<file path="src/rtl/aes_v2_pkg.sv">
`default_nettype none
// ============================================================================
// Module      : aes_v2_pkg
// Description : Shared definitions for the lightweight AES v2 instruction
//               units: FSM state encodings, S-box affine constants, the
//               GF(2^8) reduction polynomial and small field-arithmetic
//               helper functions.
// Ports       : none (package)
// Revision    : 1.0 - initial release
// ============================================================================
package aes_v2_pkg;

    // Serial-unit FSM encodings
    typedef logic [1:0] state_t;
    localparam state_t c_st_idle = 2'd0;
    localparam state_t c_st_busy = 2'd1;
    localparam state_t c_st_done = 2'd2;

    // S-box affine constants
    localparam logic [7:0] c_aff_fwd = 8'h63;
    localparam logic [7:0] c_aff_inv = 8'h05;

    // Low byte of x^8 + x^4 + x^3 + x + 1; also used by the mix unit's xtime
    localparam logic [7:0] c_gf_poly = 8'h1b;

    // Multiply by x in GF(2^8)
    function automatic logic [7:0] gf_xtime(input logic [7:0] a);
        return {a[6:0], 1'b0} ^ (a[7] ? c_gf_poly : 8'h00);
    endfunction

    // General GF(2^8) multiply, shift-and-add form
    function automatic logic [7:0] gf_mul(input logic [7:0] a, input logic [7:0] b);
        logic [7:0] acc;
        logic [7:0] sh;
        acc = 8'h00;
        sh  = a;
        for (int i = 0; i < 8; i++) begin
            if (b[i]) acc = acc ^ sh;
            sh = gf_xtime(sh);
        end
        return acc;
    endfunction

    // Multiplicative inverse as x^254 = prod_{k=1..7} x^(2^k); maps 0 to 0
    function automatic logic [7:0] gf_inv(input logic [7:0] x);
        logic [7:0] acc;
        logic [7:0] pw;
        acc = 8'h01;
        pw  = x;
        for (int k = 1; k < 8; k++) begin
            pw  = gf_mul(pw, pw);
            acc = gf_mul(acc, pw);
        end
        return acc;
    endfunction

    // Rotate a byte left
    function automatic logic [7:0] rotl8(input logic [7:0] a, input int unsigned n);
        logic [15:0] d;
        d = {a, a} << (n % 8);
        return d[15:8];
    endfunction

endpackage : aes_v2_pkg
`default_nettype wire

</file>
<file path="src/rtl/aes_sbox.sv">
`default_nettype none
// ============================================================================
// Module      : aes_sbox
// Description : Combinational AES S-box, forward or inverse. One GF(2^8)
//               inverter is shared by both directions; only the affine
//               stage placement differs (after the inverter for forward,
//               before it for inverse).
// Ports       : in   [7:0]  byte to substitute
//               fwd         1 = forward S-box, 0 = inverse S-box
//               out  [7:0]  substituted byte
// Revision    : 1.0 - initial release
// ============================================================================
module aes_sbox
    import aes_v2_pkg::*;
(
    input  logic [7:0] in,
    input  logic       fwd,
    output logic [7:0] out
);

    logic [7:0] w_inv_aff;   // inverse affine of the input
    logic [7:0] w_inv_in;    // inverter operand
    logic [7:0] w_inv_out;   // inverter result
    logic [7:0] w_fwd_aff;   // forward affine of the inverter result

    // Inverse affine: b ^= rotl1 ^ rotl3 ^ rotl6, then add 0x05 (no self term)
    assign w_inv_aff = rotl8(in, 1) ^ rotl8(in, 3) ^ rotl8(in, 6) ^ c_aff_inv;

    assign w_inv_in  = fwd ? in : w_inv_aff;
    assign w_inv_out = gf_inv(w_inv_in);

    // Forward affine: b ^ rotl1 ^ rotl2 ^ rotl3 ^ rotl4 ^ 0x63
    assign w_fwd_aff = w_inv_out ^ rotl8(w_inv_out, 1) ^ rotl8(w_inv_out, 2)
                     ^ rotl8(w_inv_out, 3) ^ rotl8(w_inv_out, 4) ^ c_aff_fwd;

    assign out = fwd ? w_fwd_aff : w_inv_out;

endmodule : aes_sbox
`default_nettype wire

</file>
<file path="src/rtl/aes_v2_sub_serial.sv">
`default_nettype none
// ============================================================================
// Module      : aes_v2_sub_serial
// Description : Byte-serial AES SubBytes instruction unit. Four operand
//               bytes (taken from the same lanes as the MixColumns unit) are
//               pushed through one shared S-box, one byte per cycle, with a
//               multi-cycle valid/ready handshake.
// Ports       : g_clk          clock, rising edge
//               g_reset        asynchronous active-high reset
//               valid          request; held with stable operands until ready
//               rs1  [31:0]    bytes [7:0] -> b0, [15:8] -> b1
//               rs2  [31:0]    bytes [23:16] -> b2, [31:24] -> b3
//               enc            1 = forward S-box, 0 = inverse S-box
//               ready          one-cycle pulse, rd valid in this cycle
//               rd   [31:0]    {S(b3), S(b2), S(b1), S(b0)}
// Revision    : 1.0 - initial release
// ============================================================================
module aes_v2_sub_serial
    import aes_v2_pkg::*;
(
    input  logic        g_clk,
    input  logic        g_reset,
    input  logic        valid,
    input  logic [31:0] rs1,
    input  logic [31:0] rs2,
    input  logic        enc,
    output logic        ready,
    output logic [31:0] rd
);

    // ------------------------------------------------------------------
    // State
    // ------------------------------------------------------------------
    state_t      r_state;
    state_t      w_state_nxt;
    logic [1:0]  r_ctr;
    logic [31:0] r_ops;       // {b3, b2, b1, b0}
    logic        r_enc;
    logic [31:0] r_rd;
    logic        r_ready;

    // Control strobes from the output decoder
    logic        w_latch;     // capture operands, clear counter
    logic        w_write;     // write S(b[ctr]) into result byte ctr
    logic        w_ready_nxt;

    // Datapath
    logic [7:0]  w_sbox_in;
    logic [7:0]  w_sbox_out;

    // Operand bits outside the selected lanes carry no meaning here
    logic        w_unused_bits;
    assign w_unused_bits = ^{rs1[31:16], rs2[15:0]};

    // ------------------------------------------------------------------
    // FSM: state register
    // ------------------------------------------------------------------
    always_ff @(posedge g_clk or posedge g_reset) begin
        if (g_reset) begin
            r_state <= c_st_idle;
        end else begin
            r_state <= w_state_nxt;
        end
    end

    // ------------------------------------------------------------------
    // FSM: next-state logic
    // ------------------------------------------------------------------
    always_comb begin
        w_state_nxt = r_state;
        case (r_state)
            c_st_idle: begin
                if (valid) w_state_nxt = c_st_busy;
            end
            c_st_busy: begin
                // A dropped request abandons the operation without a pulse
                if (!valid)             w_state_nxt = c_st_idle;
                else if (r_ctr == 2'd3) w_state_nxt = c_st_done;
            end
            c_st_done: begin
                w_state_nxt = c_st_idle;
            end
            default: begin
                w_state_nxt = c_st_idle;
            end
        endcase
    end

    // ------------------------------------------------------------------
    // FSM: output decode
    // ------------------------------------------------------------------
    always_comb begin
        w_latch     = 1'b0;
        w_write     = 1'b0;
        w_ready_nxt = 1'b0;
        case (r_state)
            c_st_idle: begin
                w_latch = valid;
            end
            c_st_busy: begin
                w_write     = valid;
                w_ready_nxt = valid && (r_ctr == 2'd3);
            end
            default: begin
                w_latch     = 1'b0;
                w_write     = 1'b0;
                w_ready_nxt = 1'b0;
            end
        endcase
    end

    // ------------------------------------------------------------------
    // Shared S-box fed from the latched operand, byte chosen by counter
    // ------------------------------------------------------------------
    always_comb begin
        w_sbox_in = r_ops[7:0];
        case (r_ctr)
            2'd0: w_sbox_in = r_ops[7:0];
            2'd1: w_sbox_in = r_ops[15:8];
            2'd2: w_sbox_in = r_ops[23:16];
            2'd3: w_sbox_in = r_ops[31:24];
            default: w_sbox_in = r_ops[7:0];
        endcase
    end

    aes_sbox u_sbox (
        .in  (w_sbox_in),
        .fwd (r_enc),
        .out (w_sbox_out)
    );

    // ------------------------------------------------------------------
    // Operand latch, counter, result register, ready pulse
    // ------------------------------------------------------------------
    always_ff @(posedge g_clk or posedge g_reset) begin
        if (g_reset) begin
            r_ops   <= 32'h0;
            r_enc   <= 1'b0;
            r_ctr   <= 2'd0;
            r_rd    <= 32'h0;
            r_ready <= 1'b0;
        end else begin
            r_ready <= w_ready_nxt;
            if (w_latch) begin
                r_ops <= {rs2[31:24], rs2[23:16], rs1[15:8], rs1[7:0]};
                r_enc <= enc;
                r_ctr <= 2'd0;
            end else if (w_write) begin
                case (r_ctr)
                    2'd0: r_rd[7:0]   <= w_sbox_out;
                    2'd1: r_rd[15:8]  <= w_sbox_out;
                    2'd2: r_rd[23:16] <= w_sbox_out;
                    2'd3: r_rd[31:24] <= w_sbox_out;
                    default: r_rd[7:0] <= w_sbox_out;
                endcase
                r_ctr <= r_ctr + 2'd1;
            end
        end
    end

    assign ready = r_ready;
    assign rd    = r_rd;

endmodule : aes_v2_sub_serial
`default_nettype wire

</file>
<file path="config.mk">
export PLATFORM = sky130hd
export DESIGN_NAME = aes_v2_sub_serial
export DESIGN_NICKNAME = d
export VERILOG_FILES = /design/src/rtl/aes_v2_pkg.sv /design/src/rtl/aes_sbox.sv /design/src/rtl/aes_v2_sub_serial.sv
export SDC_FILE = /design/constraint.sdc
export NUM_CORES = 1
export LEC_CHECK = 0
export CORE_ASPECT_RATIO = 1.2
export CORE_MARGIN = 3
export CORE_UTILIZATION = 44
export DETAILED_ROUTE_END_ITERATION = 7
export SYNTH_ARGS = -nofsm -noshare
export SYNTH_HDL_FRONTEND = slang
export SYNTH_HIERARCHICAL = 1
export SYNTH_SLANG_ARGS = --single-unit
</file>
<file path="constraint.sdc">
create_clock -name g_clk -period 49.2 [get_ports g_clk]
set_clock_uncertainty 0.1 [all_clocks]
set_input_delay 12.3 -clock g_clk [delete_from_list [all_inputs] [get_ports g_clk]]
set_output_delay 12.3 -clock g_clk [all_outputs]
set_load 0.1 [all_outputs]
</file>
Yosys cells after proc, flatten, opt, wreduce, memory -nomap -nowiden

Cells that the tools add are included.
Widths: inputs -> output; s select.

Bits in registers: 70
Input port bits: 68
Output and inout bits: 33
Logic and storage cells: 438

$add $sub $neg: 1
Equal/unequal tests: 6
Mux-type cells: 215
Bitwise operators: 198
Reduce and logical (&&, ||, !) cells: 9

Operators with widths:

| kind                | number |
|---|---|
| $xor 8x8->8         | 188 |
| $mux 8              | 107 |
| $mux 5              | 92 |
| $pmux 8 s4          | 1 |
| $mux 2              | 6 |
| $reduce_and 3->1    | 4 |
| $mux 7              | 1 |
| $not 1->1 const A   | 7 |
| $mux 6              | 1 |
| $eq 2x1->1 const B  | 2 |
| $eq 2x2->1 const B  | 2 |
| $logic_not 2->1     | 2 |
| $mux 1              | 4 |
| $mux 4              | 1 |
| $not 4->4           | 1 |
| $pmux 2 s2          | 1 |
| $mux 3              | 1 |
| $ne 3x3->1 const B  | 1 |
| $add 2x1->2 const B | 1 |
| $ne 2x2->1 const B  | 1 |
| $not 2->2           | 1 |
| $reduce_and 2->1    | 1 |
| $reduce_bool 2->1   | 1 |
| $logic_and 1x1->1   | 1 |
| $not 1->1           | 1 |

Depth between registers and ports, before layout

Gate-level depths: netlist (run 1).

Depth in word-level cells: 139
Mapped depth: 78
Gate-level depth less buffers: 65

Cells and area by module

The synthesis (run 1) kept the hierarchy.

Modules (own cells, without submodules):

| module            | instances | cells an instance | area each (sq um) | sequential area each (sq um) |
|---|---|---|---|---|
| aes_sbox          | 1         | 2152              | 15917.8           | 0.0 |
| aes_v2_sub_serial | 1         | 190               | 2939.1            | 1751.7 |

Worst setup path before layout (run 1)

OpenSTA, ideal clock, no wires.

Path type: flip-flop to flip-flop
From: reg r_ctr[0]
To: reg r_rd[15] (netlist: rd[15])
Setup time: 0.126 ns
Arrival time: 17.316 ns
Data required time: 48.974 ns
Setup slack: 31.658 ns
Stages on the path, launching flop included: 72
Buffers on the path: 9
Period minus slack after synthesis: 17.542 ns
Path through: dfrtp_1 > inv_1 > ha_1 > clkbuf_1 > mux2i_1 > buf_4 > xnor3_1 > o21ai_0 > inv_1 > ha_1 > a211o_1 > a22oi_1 > nand2b_1 > clkbuf_1 > inv_1 > clkbuf_1 > clkbuf_1 > ha_1 > [... 36 more ...] > mux2i_1 > xnor3_1 > a221oi_1 > buf_4 > mux2i_1 > xnor2_1 > a21oi_1 > xnor3_1 > xnor2_1 > mux2_2 > o22ai_1 > xnor3_1 > xnor2_2 > xor2_2 > xnor2_1 > nand2_1 > xor2_1 > mux2_2

Cells in the longest elaborated chain, start to end: 134
Elaborated cells between the ends (all ways): 400
Those cells by class: 3 x eq/ne; 206 x mux; 189 x bitwise; 2 x reduce/logical

RTL lines:

| item                                     | line                     | text |
|---|---|---|
| from (decl)                              | aes_v2_sub_serial.sv:36  | `logic [1:0] r_ctr;` |
| from (signal assigned)                   | aes_v2_sub_serial.sv:156 | `r_ctr <= r_ctr + 2'd1;` |
| $eq 2x2->1, or another cell as far along | aes_v2_sub_serial.sv:117 | `case (r_ctr)` |
| $pmux 8 s4 *                             | aes_v2_sub_serial.sv:117 |  |
| named net w_sbox_in[7]                   | aes_v2_sub_serial.sv:48  | `logic [7:0] w_sbox_in;` |
| $xor 8x8->8 (2 in series)                | aes_sbox.sv:27           | `assign w_inv_aff = rotl8(in, 1) ^ rotl8(in, 3) ^ rotl8(in, 6) ^ c_aff_inv;` |
| $not 2->2 (no source line)               | -                        |  |
| $mux 8 *                                 | aes_sbox.sv:29           | `assign w_inv_in = fwd ? in : w_inv_aff;` |
| $mux 8                                   | aes_v2_pkg.sv:38         | `if (b[i]) acc = acc ^ sh;` |
| $xor 8x8->8                              | aes_v2_pkg.sv:38         |  |
| [... 117 more ...]                       | -                        |  |
| $xor 8x8->8                              | aes_v2_pkg.sv:38         |  |
| $mux 8                                   | aes_v2_pkg.sv:38         |  |
| $xor 8x8->8                              | aes_v2_pkg.sv:38         |  |
| $mux 8 *                                 | aes_v2_pkg.sv:38         |  |
| $xor 8x8->8 (2 in series)                | aes_sbox.sv:33           | `assign w_fwd_aff = w_inv_out ^ rotl8(w_inv_out, 1) ^ rotl8(w_inv_out, 2)` |
| $xor 8x8->8 (2 in series)                | aes_sbox.sv:34           | `^ rotl8(w_inv_out, 3) ^ rotl8(w_inv_out, 4) ^ c_aff_fwd;` |
| $mux 8 *                                 | aes_sbox.sv:36           | `assign out = fwd ? w_fwd_aff : w_inv_out;` |
| named net w_sbox_out[7]                  | aes_v2_sub_serial.sv:49  | `logic [7:0] w_sbox_out;` |
| to (signal assigned)                     | aes_v2_sub_serial.sv:151 | `2'd1: r_rd[15:8] <= w_sbox_out;` |
| to (decl)                                | aes_v2_sub_serial.sv:39  | `logic [31:0] r_rd;` |

The timed path passes the listed nets; every way through them passes the cells marked *.
A chain may end at the register's enable or synchronous reset.

Final worst setup path (run 1)

From: reg r_ctr[0]
To: reg r_rd[20] (netlist: rd[20])

Cells in the longest elaborated chain, start to end: 135
Elaborated cells between the ends (all ways): 400
Those cells by class: 3 x eq/ne; 206 x mux; 189 x bitwise; 2 x reduce/logical

RTL lines:

| item                                     | line                     | text |
|---|---|---|
| $eq 2x2->1, or another cell as far along | aes_v2_sub_serial.sv:117 |  |
| $pmux 8 s4 *                             | aes_v2_sub_serial.sv:117 |  |
| named net w_sbox_in[7]                   | aes_v2_sub_serial.sv:48  |  |
| $xor 8x8->8 (2 in series)                | aes_sbox.sv:27           |  |
| $not 2->2 (no source line)               | -                        |  |
| $mux 8 *                                 | aes_sbox.sv:29           |  |
| $mux 8                                   | aes_v2_pkg.sv:38         |  |
| $xor 8x8->8                              | aes_v2_pkg.sv:38         |  |
| [... 118 more ...]                       | -                        |  |
| $xor 8x8->8                              | aes_v2_pkg.sv:38         |  |
| $mux 8                                   | aes_v2_pkg.sv:38         |  |
| $xor 8x8->8                              | aes_v2_pkg.sv:38         |  |
| $mux 8 *                                 | aes_v2_pkg.sv:38         |  |
| $xor 8x8->8 (2 in series)                | aes_sbox.sv:33           |  |
| $xor 8x8->8 (2 in series)                | aes_sbox.sv:34           |  |
| $mux 8 *                                 | aes_sbox.sv:36           |  |
| named net w_sbox_out[4]                  | aes_v2_sub_serial.sv:49  |  |
| to (signal assigned)                     | aes_v2_sub_serial.sv:152 | `2'd2: r_rd[23:16] <= w_sbox_out;` |

Marked as above.

==> flow_summary.toml, run 1 <==
[sta]
worst_pin_slew_ns = 1.24
hold_violations = 0
rsz0062_at_grt = "false"
fmax_mhz = 43.7
min_period_ns = 22.90
finalSetupViolCount = 0
slew_viol_final = 0
fin_ws_ns = 26.30
slew_headroom_pct = 16.7
fin_crit_sh_pct = 46.5
setup_tns_ns = 0

[logic_synthesis]
syn_avg_cell_area_um2 = 8.05
synth.most_common_cell = "xnor2_1"
synth_edf_count = 0
yosys_warnings = 6
synth-main-ff-cell = "dfrtp_1"
postSynthCellCount = 2342
syn_nets = 2423
synthTopCellsByCount = "xnor2_1 (401), nor2_1 (340), nand2_1 (192)"
ys_seq_area_share_pct = 9.29
ys_async_sr_fraction_pct = 100
synth_cell_type_count = 111
synthTopCellsByArea = "xnor2_1 (19%), xnor3_1 (9.9%), dfrtp_1 (9.3%), nor2_1 (6.8%), mux2_2 (4.9%)"
ys_ff_latch = 70
synth.cell_area_um2 = 18900
yosys.area.top_type = "xnor2_1"
yosys.area.top_type_share_pct = 18.6

[layout]
nNetsFinal = 2418
final_util_pct = 48.7
final_cells = 2888
area_growth_syn_to_layout_pct = 8.70
seqCellArea_um2 = 1750
fill_cells = 4089
drive_gt1_share_pct = 12.5
insertedDiodeCount = 0
multiInputGateArea_um2 = 16400

[critical_path]
cp_max_fo = 30
cp.required_ns = 49.37
crit_slowest_cell = "xnor2_1"
cpMostUsedCell = "xnor2_1"
crit_path_end = "rd[20]"
ff2ff_path_depth = 65
r2r_setup_slack_ns = 26.30
arrival_ns = 23.07
startpoint_type = "register"
r2r-start = "r_ctr[0]"
endpoint_kind = "register"
max_stage_delay_ns = 1.00
crit_type = "reg2reg"
reg2reg_to = "rd[20]"
worstSetupStartpoint = "r_ctr[0]"

[global_route]
antenna_found_initial = 0
grt_max_degree = 71
grt_use_total_pct = 22.7
overflow = 0
grt_pass1_wl_um = 86700
grt_pass1_vias = 16400

[run_status]
outcome = "finished, final reports clean"

[clocking]
post_cts_resized = 0
cts_tree = "yes"
cts_inserted_buffers = 9
htree_levels = 3
cts_hold_buffers = 0
cts_root_buf = "clkbuf_16"
cts_max_path_buffers = 2
cts_setup_buffers = 0
clk_pin_slew_worst_paths_ns = 0.06
clock_latency_ns = 0.33
cts_sinks = 70

[floorplanning]
fp.dieArea_um2 = 45400
rows = 82
die_y_um = 233
core_area_um2 = 42100
initial_utilization_pct = 44.8
die_x_um = 195
io_pins = 101

[run]
maxCapViolCount = 0

[placed_design]
pre_cts_slack_ns = 26.73
dp_hpwl_um = 38000
routabilityCongestion = 0.878
dp_cells = 2872
port_buffers = 68

[detailed_routing]
ant_nets = 0
viasPerCell = 5.84
wire_per_inst_um = 18.5
drtIter0Drc = 1275
first_pass_iters = 7
detailroute.via_count = 16900
route.detailed.drc = 0
wirelength_um = 53400

[hold_path]
hp-class = "reg2reg"
stage by stage:
stage | hold WS, ns | instance area (um2)
global placement | 0.371 | 20200
global route | 0.406 | 20500
detailed placement | 0.379 | 20200
finish | 0.392 | 20500
CTS | 0.392 | 20500
floorplan | 0.358 | 18900
routing by layer:
layer	GRT usage, %	routed length (um)	vias to the layer above
li1	-	-	8170
met5	0	0	-
met1	30.6	23900	8113
met2	40.2	26200	513
met4	4.86	899	0
met3	1.27	2370	65
cell usage in the layout (no fill, tap or decap), drive strengths merged, types with 19 or more instances in the layout:
| cell type | synthesis | layout |
|---|---|---|
| a22oi | 22 | 22 |
| nand2 | 193 | 193 |
| a21oi | 104 | 104 |
| xnor2 | 441 | 441 |
| clkdlybuf4s50 | 0 | 68 |
| dfrtp | 70 | 70 |
| mux2 | 84 | 84 |
| xor2 | 111 | 111 |
| mux2i | 62 | 62 |
| a31oi | 26 | 26 |
| buf | 59 | 75 |
| o22ai | 23 | 23 |
| a211oi | 26 | 26 |
| o21ai | 109 | 109 |
| nor2 | 340 | 340 |
| nand3 | 64 | 64 |
| nand2b | 19 | 19 |
| o211ai | 20 | 20 |
| nor3 | 56 | 56 |
| xnor3 | 91 | 91 |
| inv | 34 | 34 |
kinds of logic (layout without fill, tap and decap cells):
logic type | after synthesis | in the layout | share of synthesized area, %
compound gates | 459 | 459 | 16.8
xor+xnor | 657 | 657 | 41.0
fa+ha+maj | 14 | 14 | 0.916
buf+inv | 199 | 199 | 4.61
flops | 70 | 70 | 9.29
mux | 146 | 146 | 8.35
simple gates | 797 | 797 | 19.1
sequential cells by signal, summed over array words and instances, names as in the netlist:
name     flops
ready        1
r_state      2
r_enc        1
r_ctr        2
rd          32
r_ops       32
worst max-delay path: cells and delay by family (launching register included):
family	cells	cell delay [ns]
AO/OA/AOI/OAI	16	3.99
AND/OR/NAND/NOR	11	2.87
adder cells (fa/ha/maj)	5	2.33
buffers and inverters	7	2.20
multiplexers	8	2.50
XOR/XNOR	18	8.37
flip-flops	1	0.43
how the worst min path moves through the flow:
| stage | from | endpoint | slack (ns) | cells after the start |
|---|---|---|---|---|
| after floorplan | r_ops[31] | r_ops[31] | 0.36 | 1 |
| after global placement | r_ops[21] | r_ops[21] | 0.37 | 1 |
| after detailed placement | r_ops[31] | r_ops[31] | 0.38 | 1 |
| after CTS | r_ops[31] | r_ops[31] | 0.39 | 1 |
| after global routing | r_ops[31] | r_ops[31] | 0.41 | 1 |
| final | r_ops[31] | r_ops[31] | 0.39 | 1 |
area by class of cell:
| cell class | count | area share, % |
|---|---|---|
| multi-input cells | 2073 | 79.8 |
| flip-flops and latches | 70 | 8.55 |
| repair buffers | 143 | 6.07 |
| well taps | 546 | 3.33 |
| clock buffers | 11 | 1.14 |
| inverters | 40 | 0.733 |
| clock inverters | 5 | 0.409 |
Power of run 1 is left out: the tool's default activity adds up to more than one toggle a clock period on the data nets, which glitch-free logic cannot reach.
==> run 2: changes to the inputs <==
- clock period: 49.2 -> 20.4 ns (I/O delays scaled with it)
==> run 2 against run 1 <==
  * Sequential share of layout area is 0.17 points lower
  * Final area is 2.0% higher
  * Largest cell class unchanged
  * Non-clock buffer count is 46 higher
  * Via count is 1.6% higher
  * Utilization is 0.97 points higher
  * Die area stayed put
  * First-iteration DRC count is 2.2% higher
  * Sequential cell count stayed put
  * Count of clock-buffer cells in the layout is 1 lower
  * Global-route usage is 0.056 points higher
  * Final cell count is 1.6% higher
==> flow_summary.toml, run 2 (same netlist as run 1, synthesis figures left out) <==
[critical_path]
cp_top_family = "XOR/XNOR gates"
crit_cells = 68
cp_max_fo = 13
ff2ff_path_depth = 68
max_stage_delay_ns = 0.62
cp.required_ns = 20.57
startpoint_type = "register"
cp.buffers_inverters = 7
cpMostUsedCell = "xnor2_1"
arrival_ns = 19.27
crit_type = "reg2reg"
endpoint_kind = "register"
crit_slowest_cell = "xnor3_1"

[floorplanning]
die_x_um = 195
initial_utilization_pct = 44.8
core_area_um2 = 42100
io_pins = 101
fp.dieArea_um2 = 45400
rows = 82
die_y_um = 233

[detailed_routing]
drtIter0Drc = 1303
viasPerCell = 5.84
wire_per_inst_um = 18.4
route.detailed.drc = 0
detailroute.via_count = 17100
first_pass_iters = 6
ant_nets = 0
wirelength_um = 53900

[sta]
rsz0062_at_grt = "false"
worst_pin_slew_ns = 1.13
fmax_mhz = 52.3
setup_tns_ns = 0
min_period_ns = 19.10
hold_slack_ns = 0.401
slew_viol_final = 0
finalSetupViolCount = 0
hold_violations = 0
slew_headroom_pct = 24.1
fin_crit_sh_pct = 93.6

[clocking]
cts_root_buf = "clkbuf_16"
cts_tree = "yes"
cts_max_path_buffers = 2
clk_pin_slew_worst_paths_ns = 0.06
cts_inserted_buffers = 9
clock_latency_ns = 0.33
cts_hold_buffers = 0
htree_levels = 3
cts_sinks = 70

[global_route]
antenna_found_initial = 0
grt_pass1_wl_um = 87300
grt_pass1_vias = 16700
grt_use_total_pct = 22.7
overflow = 0
grt_max_degree = 71

[run_status]
outcome = "finished, final reports clean"

[layout]
final_cell_mix = "xnor2_1 (387), nor2_1 (340), nand2_1 (192)"
drive_gt1_share_pct = 14.5
layout_commonest_cell = "xnor2_1"
area_growth_syn_to_layout_pct = 10.9
nNetsFinal = 2465
insertedDiodeCount = 0

[placed_design]
dp_hpwl_um = 39500
port_buffers = 68
routabilityCongestion = 0.912

[hold_path]
whs_path_depth = 1
hp-class = "reg2reg"

[run]
maxCapViolCount = 0
[run 2: final timing paths]
path / from / endpoint / slack, ns
min reg2reg: rd[11] / rd[11] / 0.40
min: rd[11] / rd[11] / 0.40
max reg2reg: r_ctr[0] / rd[29] / 1.30
max in group asynchronous: g_reset / rd[2] / 14.37
max: r_ctr[0] / rd[29] / 1.30
min in group asynchronous: g_reset / rd[20] / 5.24
[run 2: cell type report]
type	instances	area, um2
Timing Repair Buffer	189	1590
Tap cell	546	683
Clock inverter	6	62.6
Inverter	40	150
Fill cell	4098	21200
Sequential cell	70	1750
Multi-Input combinational cell	2074	16400
Clock buffer	10	229
[run 2: through the flow]
stage	cell area [um2]	cells	util, %	worst slack, ns
after floorplan	18900	2342	-	2.86
after global placement	20500	2913	48.7	0.671
after detailed placement	20500	2913	48.7	0.306
after CTS	20800	2929	49.4	0.184
after global routing	20900	2935	49.7	0.101
final	20900	2935	49.7	1.30
[run 2: metal layers]
| metal | track usage [%] | part of all wire, % |
|---|---|---|
| met4 | 5.06 | 1.7 |
| met5 | 0 | 0 |
| met3 | 1.23 | 4.9 |
| met2 | 40.1 | 49 |
| met1 | 30.7 | 44 |
[run 2: worst reg2reg max path: cells and delay by family (launching register included)]
family | cells | cell delay (ns)
muxes | 7 | 1.88
DFF | 1 | 0.42
buffers and inverters | 7 | 1.08
xor gates and xnor gates | 27 | 8.21
and+or+nand+nor | 14 | 2.67
AOI/OAI and AO/OA | 8 | 2.64
adders and majority gates | 5 | 2.06
[run 2: timing repair]
| action | in CTS | in global routing |
|---|---|---|
| setup endpoints to repair | 0 | 32 |
| setup buffers | 0 | 5 |
| gates resized for setup | 0 | 10 |
| hold endpoints to repair | 0 | 0 |
Power of run 2 is left out for the same reason.
